--- src/rtl/mips_cpu_bus_master.sv ---
// Load/store bus initiator: turns one core byte/half/word request into a single
// word-addressed read or write, honouring waitrequest, and returns extended load data.
module mips_cpu_bus_master #(
   parameter int RESET_VECTOR_UNUSED = 0,
   parameter int TIMEOUT             = 0
) (
   input  logic        clk,
   input  logic        rst_n,
   input  logic        req_valid,
   output logic        req_ready,
   input  logic        req_write,
   input  logic [1:0]  req_size,
   input  logic        req_signed,
   input  logic [31:0] req_addr,
   input  logic [31:0] req_wdata,
   output logic        resp_valid,
   output logic        resp_err,
   output logic [31:0] resp_rdata,
   output logic [31:0] address,
   output logic        write,
   output logic        read,
   input  logic        waitrequest,
   output logic [31:0] writedata,
   output logic [3:0]  byteenable,
   input  logic [31:0] readdata
);

   localparam int CNT_W = (TIMEOUT < 1) ? 1 : $clog2(TIMEOUT + 1);

   if (RESET_VECTOR_UNUSED != 0) begin : g_bad_param
      $error("RESET_VECTOR_UNUSED is reserved and must be 0");
   end

   typedef enum logic [1:0] {IDLE, BUS, CAPTURE, RESP} state_t;

   state_t             state_reg, state_next;
   logic               read_reg, read_next;
   logic               write_reg, write_next;
   logic [31:0]        address_reg, address_next;
   logic [31:0]        writedata_reg, writedata_next;
   logic [3:0]         byteenable_reg, byteenable_next;
   logic               resp_valid_reg, resp_valid_next;
   logic               resp_err_reg, resp_err_next;
   logic [31:0]        resp_rdata_reg, resp_rdata_next;
   logic               req_ready_reg, req_ready_next;
   logic [1:0]         lane_reg, lane_next;
   logic [1:0]         size_reg, size_next;
   logic               signed_reg, signed_next;
   logic [CNT_W-1:0]   wait_cnt_reg, wait_cnt_next;

   logic               misaligned;
   logic [3:0]         req_be;
   logic [31:0]        req_wd;
   logic [7:0]         rd_byte [4];
   logic [7:0]         sel_byte;
   logic [15:0]        sel_half;
   logic [31:0]        load_ext;

   genvar gi;
   for (gi = 0; gi < 4; gi++) begin : g_lane
      assign rd_byte[gi] = readdata[8*gi +: 8];
   end

   always_comb begin
      misaligned = 1'b0;
      req_be     = 4'b1111;
      req_wd     = req_wdata;
      case (req_size)
         2'd0: begin
            req_be = 4'b0001 << req_addr[1:0];
            req_wd = {4{req_wdata[7:0]}};
         end
         2'd1: begin
            misaligned = req_addr[0];
            req_be     = req_addr[1] ? 4'b1100 : 4'b0011;
            req_wd     = {2{req_wdata[15:0]}};
         end
         2'd2: misaligned = (req_addr[1:0] != 2'b00);
         default: misaligned = 1'b1;
      endcase
   end

   // Lane selection uses the latched request, since the bus address has [1:0] cleared.
   always_comb begin
      sel_byte = rd_byte[lane_reg];
      sel_half = lane_reg[1] ? readdata[31:16] : readdata[15:0];
      case (size_reg)
         2'd0:    load_ext = {{24{signed_reg & sel_byte[7]}}, sel_byte};
         2'd1:    load_ext = {{16{signed_reg & sel_half[15]}}, sel_half};
         default: load_ext = readdata;
      endcase
   end

   always_comb begin
      state_next      = state_reg;
      read_next       = read_reg;
      write_next      = write_reg;
      address_next    = address_reg;
      writedata_next  = writedata_reg;
      byteenable_next = byteenable_reg;
      resp_valid_next = 1'b0;
      resp_err_next   = 1'b0;
      resp_rdata_next = resp_rdata_reg;
      lane_next       = lane_reg;
      size_next       = size_reg;
      signed_next     = signed_reg;
      wait_cnt_next   = wait_cnt_reg;

      case (state_reg)
         IDLE: begin
            if (req_valid && req_ready_reg) begin
               if (misaligned) begin
                  state_next      = RESP;
                  resp_valid_next = 1'b1;
                  resp_err_next   = 1'b1;
               end else begin
                  state_next      = BUS;
                  address_next    = {req_addr[31:2], 2'b00};
                  byteenable_next = req_be;
                  writedata_next  = req_wd;
                  read_next       = ~req_write;
                  write_next      = req_write;
                  lane_next       = req_addr[1:0];
                  size_next       = req_size;
                  signed_next     = req_signed;
                  wait_cnt_next   = '0;
               end
            end
         end
         BUS: begin
            if (!waitrequest) begin
               read_next  = 1'b0;
               write_next = 1'b0;
               if (write_reg) begin
                  state_next      = RESP;
                  resp_valid_next = 1'b1;
               end else begin
                  state_next = CAPTURE;
               end
            end else if (TIMEOUT != 0 && (int'(wait_cnt_reg) + 1) == TIMEOUT) begin
               read_next       = 1'b0;
               write_next      = 1'b0;
               state_next      = RESP;
               resp_valid_next = 1'b1;
               resp_err_next   = 1'b1;
            end else begin
               wait_cnt_next = wait_cnt_reg + 1'b1;
            end
         end
         CAPTURE: begin
            resp_rdata_next = load_ext;
            state_next      = RESP;
            resp_valid_next = 1'b1;
         end
         default: state_next = IDLE;
      endcase

      req_ready_next = (state_next == IDLE);
   end

   always_ff @(posedge clk or negedge rst_n) begin
      if (!rst_n) begin
         state_reg      <= IDLE;
         read_reg       <= 1'b0;
         write_reg      <= 1'b0;
         address_reg    <= '0;
         writedata_reg  <= '0;
         byteenable_reg <= '0;
         resp_valid_reg <= 1'b0;
         resp_err_reg   <= 1'b0;
         resp_rdata_reg <= '0;
         req_ready_reg  <= 1'b1;
         lane_reg       <= '0;
         size_reg       <= '0;
         signed_reg     <= 1'b0;
         wait_cnt_reg   <= '0;
      end else begin
         state_reg      <= state_next;
         read_reg       <= read_next;
         write_reg      <= write_next;
         address_reg    <= address_next;
         writedata_reg  <= writedata_next;
         byteenable_reg <= byteenable_next;
         resp_valid_reg <= resp_valid_next;
         resp_err_reg   <= resp_err_next;
         resp_rdata_reg <= resp_rdata_next;
         req_ready_reg  <= req_ready_next;
         lane_reg       <= lane_next;
         size_reg       <= size_next;
         signed_reg     <= signed_next;
         wait_cnt_reg   <= wait_cnt_next;
      end
   end

   assign req_ready  = req_ready_reg;
   assign resp_valid = resp_valid_reg;
   assign resp_err   = resp_err_reg;
   assign resp_rdata = resp_rdata_reg;
   assign address    = address_reg;
   assign write      = write_reg;
   assign read       = read_reg;
   assign writedata  = writedata_reg;
   assign byteenable = byteenable_reg;

endmodule
--- config.mk ---
export PLATFORM = sky130hd
export DESIGN_NAME = mips_cpu_bus_master
export DESIGN_NICKNAME = d
export VERILOG_FILES = /design/src/rtl/mips_cpu_bus_master.sv
export SDC_FILE = /design/constraint.sdc
export NUM_CORES = 1
export LEC_CHECK = 0
export ABC_AREA = 0
export ABC_CLOCK_PERIOD_IN_PS = 2150
export CAP_MARGIN = 0
export CORE_ASPECT_RATIO = 0.6
export CORE_MARGIN = 3
export CORE_UTILIZATION = 45
export CTS_BUF_LIST = sky130_fd_sc_hd__clkbuf_4 sky130_fd_sc_hd__clkbuf_8
export CTS_CLUSTER_SIZE = 24
export DETAILED_ROUTE_END_ITERATION = 12
export PLACE_DENSITY = 0.83
export SETUP_SLACK_MARGIN = 0.15
export SLEW_MARGIN = 20
export SYNTH_ARGS = -nofsm -noshare
export SYNTH_HDL_FRONTEND = slang
export SYNTH_SLANG_ARGS = --single-unit
--- constraint.sdc ---
create_clock -name clk -period 2.15 [get_ports clk]
set_clock_uncertainty 0.1 [all_clocks]
set_input_delay 0.5375 -clock clk [delete_from_list [all_inputs] [get_ports clk]]
set_output_delay 0.5375 -clock clk [all_outputs]
set_load 0.1 [all_outputs]
==> results of run 1 <==
==> worst reg2reg max path: stages, from the launching register on <==
cell	delay, ps
dfstp_4	660
and4bb_2	280
o21ai_4	90
buf_4	160
clkbuf_16	200
buf_4	170
nand2_1	50
o21ai_0	80
==> per-layer routing <==
metal | vias up | track usage, % | routed length, µm
li1 | 2084 | - | -
met1 | 2221 | 35.3 | 7290
met2 | 211 | 38.3 | 7380
met3 | 15 | 7.96 | 1390
met4 | 0 | 5.50 | 194
met5 | - | 0 | 0
==> cells by family (layout without fill, tap and decap cells) <==
| family | after synthesis | after routing | share of synthesized area, % |
|---|---|---|---|
| compound gates | 102 | 102 | 13.4 |
| xor+xnor | 1 | 1 | 0.168 |
| buf+inv | 39 | 270 | 4.33 |
| flops | 110 | 110 | 52.9 |
| mux | 78 | 78 | 17.7 |
| other cells | 1 | 3 | 0.0720 |
| simple gates | 127 | 127 | 11.4 |
==> cell type report <==
cell class / count / area share (%)
multi-input combinational: 310 / 27.8
timing repair buffer: 248 / 32.9
clock inverter: 6 / 0.881
clock buffer: 10 / 1.62
sequential: 110 / 34.1
tap: 155 / 2.40
antenna: 1 / 0.0309
inverter: 6 / 0.278
==> final timing paths <==
check	end	slack, ps	cells after the start
max reg2reg	writedata[23]$_DFFE_PN0P_	240	7
min in group asynchronous	resp_rdata[19]$_DFFE_PN0N_	510	2
max in group asynchronous	resp_rdata[9]$_DFFE_PN0N_	870	3
min reg2reg	writedata[25]$_DFFE_PN0P_	390	2
min	writedata[25]$_DFFE_PN0P_	390	2
max	address[23]$_DFFE_PN0P_	230	6
==> cells in the final DEF (no fill, tap or decap), drive strengths merged, types with 2 or more instances in the layout <==
| master | count |
|---|---|
| nor4 | 3 |
| a221o | 6 |
| mux2i | 28 |
| conb | 2 |
| a32oi | 6 |
| o21ai | 37 |
| nand3 | 3 |
| dlymetal6s2s | 2 |
| and2 | 2 |
| nand2b | 4 |
| and3 | 6 |
| nor3b | 2 |
| o22ai | 2 |
| a221oi | 6 |
| clkdlybuf4s50 | 100 |
| nor2 | 32 |
| nand2 | 62 |
| o311ai | 2 |
| nor2b | 4 |
| clkinv | 2 |
| dfrtp | 109 |
| mux2 | 50 |
| a21oi | 36 |
| clkbuf | 11 |
| buf | 144 |
| inv | 8 |
| nor3 | 4 |
==> through the flow <==
step | hold slack (ps) | setup TNS, ps
5_1_grt | 437 | 0
6_report | 389 | 0
4_1_cts | 395 | 0
3_3_place_gp | 355 | -11050
3_5_place_dp | 362 | -14780
2_1_floorplan | 142 | 0
==> timing repair <==
item,in CTS,in global routing
hold buffers,1,0
buffers inserted,0,1
endpoints found under the setup margin,0,58
endpoints found under the hold margin,22,0
resized for setup,0,7
==> flow_summary.ini, run 1 <==
[route]
routedWlPerCell_um = 19.2
first_pass_iters = 5
wirelength_mm = 16.3
route.detailed.drc = 0
drtIter0Drc = 223
via_per_inst = 5.36
ant_nets = 0
vias = 4531

[cts]
htree_levels = 3
clockBufferDepth = 2
clkTransAtPathRegs_ps = 100
cts_tree = done
numCtsBuffers = 9
clk_latency_ps = 370
clock-root-buffer = clkbuf_8
clkSinkCount = 110

[die]
core_area_um2 = 10900
start_util_pct = 47.7
die_area_um2 = 12900
die_y_um = 89.3
io_pins = 209
fp.dieW_um = 145
num_rows = 29

[worst_setup_path]
slowest_delay_ps = 550
reg2reg_from = req_ready$_DFF_PN1_
start_kind = input port
cp_slowest_cell = clkdlybuf4s50_1
worst_ep_required_time_ps = 2310
worstSetupStartpoint = req_size[1]
worst-path-max-fanout = 24
worstSetupEndpointType = flop
cp.arrival_ps = 2080
criticalPathCategory = in -> reg
critPathBufInv = 3
cp_cell_sequence = clkdlybuf4s50_1, a21oi_2, o21ai_4, buf_4, clkbuf_16, mux2_4
path_delay_family = buffers and inverters

[logic_synthesis]
synth_edf_count = 0
yosys_warnings = 0
syn_avg_cell_area_um2 = 11.4
yosysTopAreaCellShare_pct = 52.4
synth_ff_type = dfrtp_1
yosysMostFrequentCell = dfrtp_1
yosysTopAreaCell = dfrtp_1
synth_cell_type_count = 51
synth_common_cells = dfrtp_1, nand2_1, o21ai_0
yosys-top-cells-area = dfrtp_1, mux2_2, mux2_4
netlist_area_um2 = 5210
async_flop_share_pct = 100
synthCells = 458
ys_ff_latch = 110
yosysSeqAreaShare_pct = 52.9

[layout]
fin_cells = 846
fill_cells = 735
final_area_um2 = 8090
multi_input_area_um2 = 2250
utilization_pct = 74.1
drive_gt1_share_pct = 33.6
finalNetCount = 789
regArea_um2 = 2760
syn_to_final_growth_pct = 55.4

[timing]
setup_ws_ps = 232
fmax_mhz = 521
finalHoldViolCount = 0
max_slew_margin_pct = 65.7
min_period_over_period_pct = 89.2
slew_viol_final = 0
rsz0062_at_grt = false
max_slew.worst_pin.slew_ps = 512
period_minus_slack_ps = 1920
setup-violations-final = 0

[placed_design]
dp_cells = 826
gp_congestion = 0.948
dpl_cell_area_um2 = 7820
port_buffers = 206
place_hpwl_mm = 12.7
dpl_worst_slack_ps = -254

[run_status]
status = completed

[worst_hold_path]
hp-class = reg -> reg
hold_start = writedata[25]$_DFFE_PN0P_

[global_route]
grt-ovfl-total = 0
antenna_found_initial = 0
grt_max_degree = 50
grt_pass1_wl_mm = 24.7
grt_use_total_pct = 25.0
grt_pass1_vias = 4593

[job]
max-cap-violations = 0
Power of run 1 is not shown: default switching activity piles up to over one toggle a cycle in this logic, so the estimate is an artifact.
==> run 2, diff against run 1 <==
--- a/config.mk
+++ b/config.mk
@@ -8,15 +8,16 @@
 export ABC_AREA = 0
 export ABC_CLOCK_PERIOD_IN_PS = 2150
 export CAP_MARGIN = 0
-export CORE_ASPECT_RATIO = 0.6
+export CORE_ASPECT_RATIO = 0.75
 export CORE_MARGIN = 3
 export CORE_UTILIZATION = 45
 export CTS_BUF_LIST = sky130_fd_sc_hd__clkbuf_4 sky130_fd_sc_hd__clkbuf_8
 export CTS_CLUSTER_SIZE = 24
 export DETAILED_ROUTE_END_ITERATION = 12
+export GPL_ROUTABILITY_DRIVEN = 1
 export PLACE_DENSITY = 0.83
 export SETUP_SLACK_MARGIN = 0.15
-export SLEW_MARGIN = 20
+export SLEW_MARGIN = 25
 export SYNTH_ARGS = -nofsm -noshare
 export SYNTH_HDL_FRONTEND = slang
 export SYNTH_SLANG_ARGS = --single-unit
==> flow_summary.ini, run 2 (synthesis gave the netlist of run 1 again) <==
[timing]
slew_viol_final = 0
min_period_over_period_pct = 91.1
fmax_mhz = 510
period_minus_slack_ps = 1960
setup-violations-final = 0
max_slew_margin_pct = 62.2
finalHoldViolCount = 0
rsz0062_at_grt = false
max_slew.worst_pin.slew_ps = 566

[layout]
final_area_um2 = 7960
syn_to_final_growth_pct = 52.9
final_cell_mix = dfrtp_1, clkdlybuf4s50_1, buf_4
n_antenna_cell = 0
drive_gt1_share_pct = 33.2
multi_input_area_um2 = 2250
fill_cells = 783
regArea_um2 = 2760
final_common_cell = dfrtp_1
finalNetCount = 783

[worst_hold_path]
holdPathStages = 2
hold_start = writedata[14]$_DFFE_PN0P_
hp-class = reg -> reg
worstHoldEndpoint = writedata[14]$_DFFE_PN0P_

[global_route]
grt_pass1_wl_mm = 23.6
grt_pass1_vias = 4516
antenna_found_initial = 1
grt_max_degree = 56
grt_use_total_pct = 23.4
grt-ovfl-total = 0

[route]
drtIter0Drc = 264
via_per_inst = 5.44
routedWlPerCell_um = 18.7
first_pass_iters = 5
route.detailed.drc = 0
vias = 4481
wirelength_mm = 15.4
ant_nets = 0

[worst_setup_path]
criticalPathCategory = in -> reg
cp.arrival_ps = 2120
start_kind = input port
ff2ff_path_depth = 5
reg2reg_from = req_ready$_DFF_PN1_
timing.rr.end = address[15]$_DFFE_PN0P_
worst-path-max-fanout = 27
worst_ep_required_time_ps = 2310
worstSetupEndpointType = flop
reg2reg_slack_ps = 250

[placed_design]
gp_congestion = 0.891
port_buffers = 206
dpl_cell_area_um2 = 7680
place_hpwl_mm = 11.7

[die]
die_y_um = 99.2
die_area_um2 = 12900
io_pins = 209
core_area_um2 = 11100
start_util_pct = 46.9
num_rows = 33
fp.dieW_um = 130

[cts]
clk_latency_ps = 370
clkSinkCount = 110
clock-root-buffer = clkbuf_8
clkTransAtPathRegs_ps = 110
cts_tree = done
clockBufferDepth = 2
htree_levels = 3
numCtsBuffers = 9

[run_status]
status = completed

[job]
max-cap-violations = 0
run 2: changes by cell type in the layout (fill, tap and decap cells not counted), sizes merged:
cell	before	now
inv	8	10
diode	1	0
clkinv	2	1
clkdlybuf4s50	100	102
clkinvlp	1	2
buf	144	137
dlymetal6s2s	2	0
bufinv	1	0
run 2: metrics by stage:
| step | util, % | std cells | hold slack (ps) | TNS (ps) | worst slack, ps |
|---|---|---|---|---|---|
| 6_report | 71.7 | 824 | 393 | 0 | 190 |
| 5_1_grt | 71.7 | 824 | 422 | 0 | 158 |
| 4_1_cts | 71.0 | 820 | 400 | 0 | 183 |
| 3_5_place_dp | 69.1 | 803 | 373 | -9380 | -216 |
| 3_3_place_gp | 69.1 | 803 | 365 | -6430 | -153 |
| 2_1_floorplan | - | 459 | 142 | 0 | 170 |
run 2: final cells by class:
cell class,count,area share [%]
clock buffers,9,1.56
clock inverters,7,0.802
inverters,6,0.283
multi-input cells,310,28.3
flip-flops and latches,110,34.7
well taps,140,2.20
repair buffers,242,32.2
run 2: repair_timing:
| action | in CTS | in global routing |
|---|---|---|
| buffers inserted | 0 | 2 |
| pin swaps | 0 | 1 |
| endpoints found under the setup margin | 6 | 58 |
| gates cloned | 0 | 2 |
| hold buffers | 1 | 0 |
| gates resized for setup | 1 | 5 |
| hold endpoints to repair | 18 | 0 |
run 2: worst max-delay path by stage:
stage                        startpoint                       to  cells after the start
finish                      req_size[0]  address[15]$_DFFE_PN0P_                      7
global route                req_size[0]  address[15]$_DFFE_PN0P_                      7
CTS                         req_addr[0]   address[3]$_DFFE_PN0P_                      5
detailed placement          req_addr[0]  address[14]$_DFFE_PN0P_                      5
global placement            req_size[0]   address[3]$_DFFE_PN0P_                      6
floorplan           req_ready$_DFF_PN1_  address[15]$_DFFE_PN0P_                      5
run 2: critical path: stages:
cell,delay (ps)
clkdlybuf4s50_1,450
buf_4,170
nor3_4,220
o21ai_4,70
buf_4,170
clkbuf_16,200
mux2_4,300
run 2: per-layer routing:
| metal | up-vias | GRT usage, % | part of all wire [%] |
|---|---|---|---|
| li1 | 2070 | - | - |
| met1 | 2177 | 32.3 | 43 |
| met2 | 206 | 36.2 | 47 |
| met3 | 26 | 6.28 | 7.2 |
| met4 | 2 | 7.11 | 2.0 |
| met5 | - | 0 | 0.078 |
Power of run 2 is left out for the same reason.
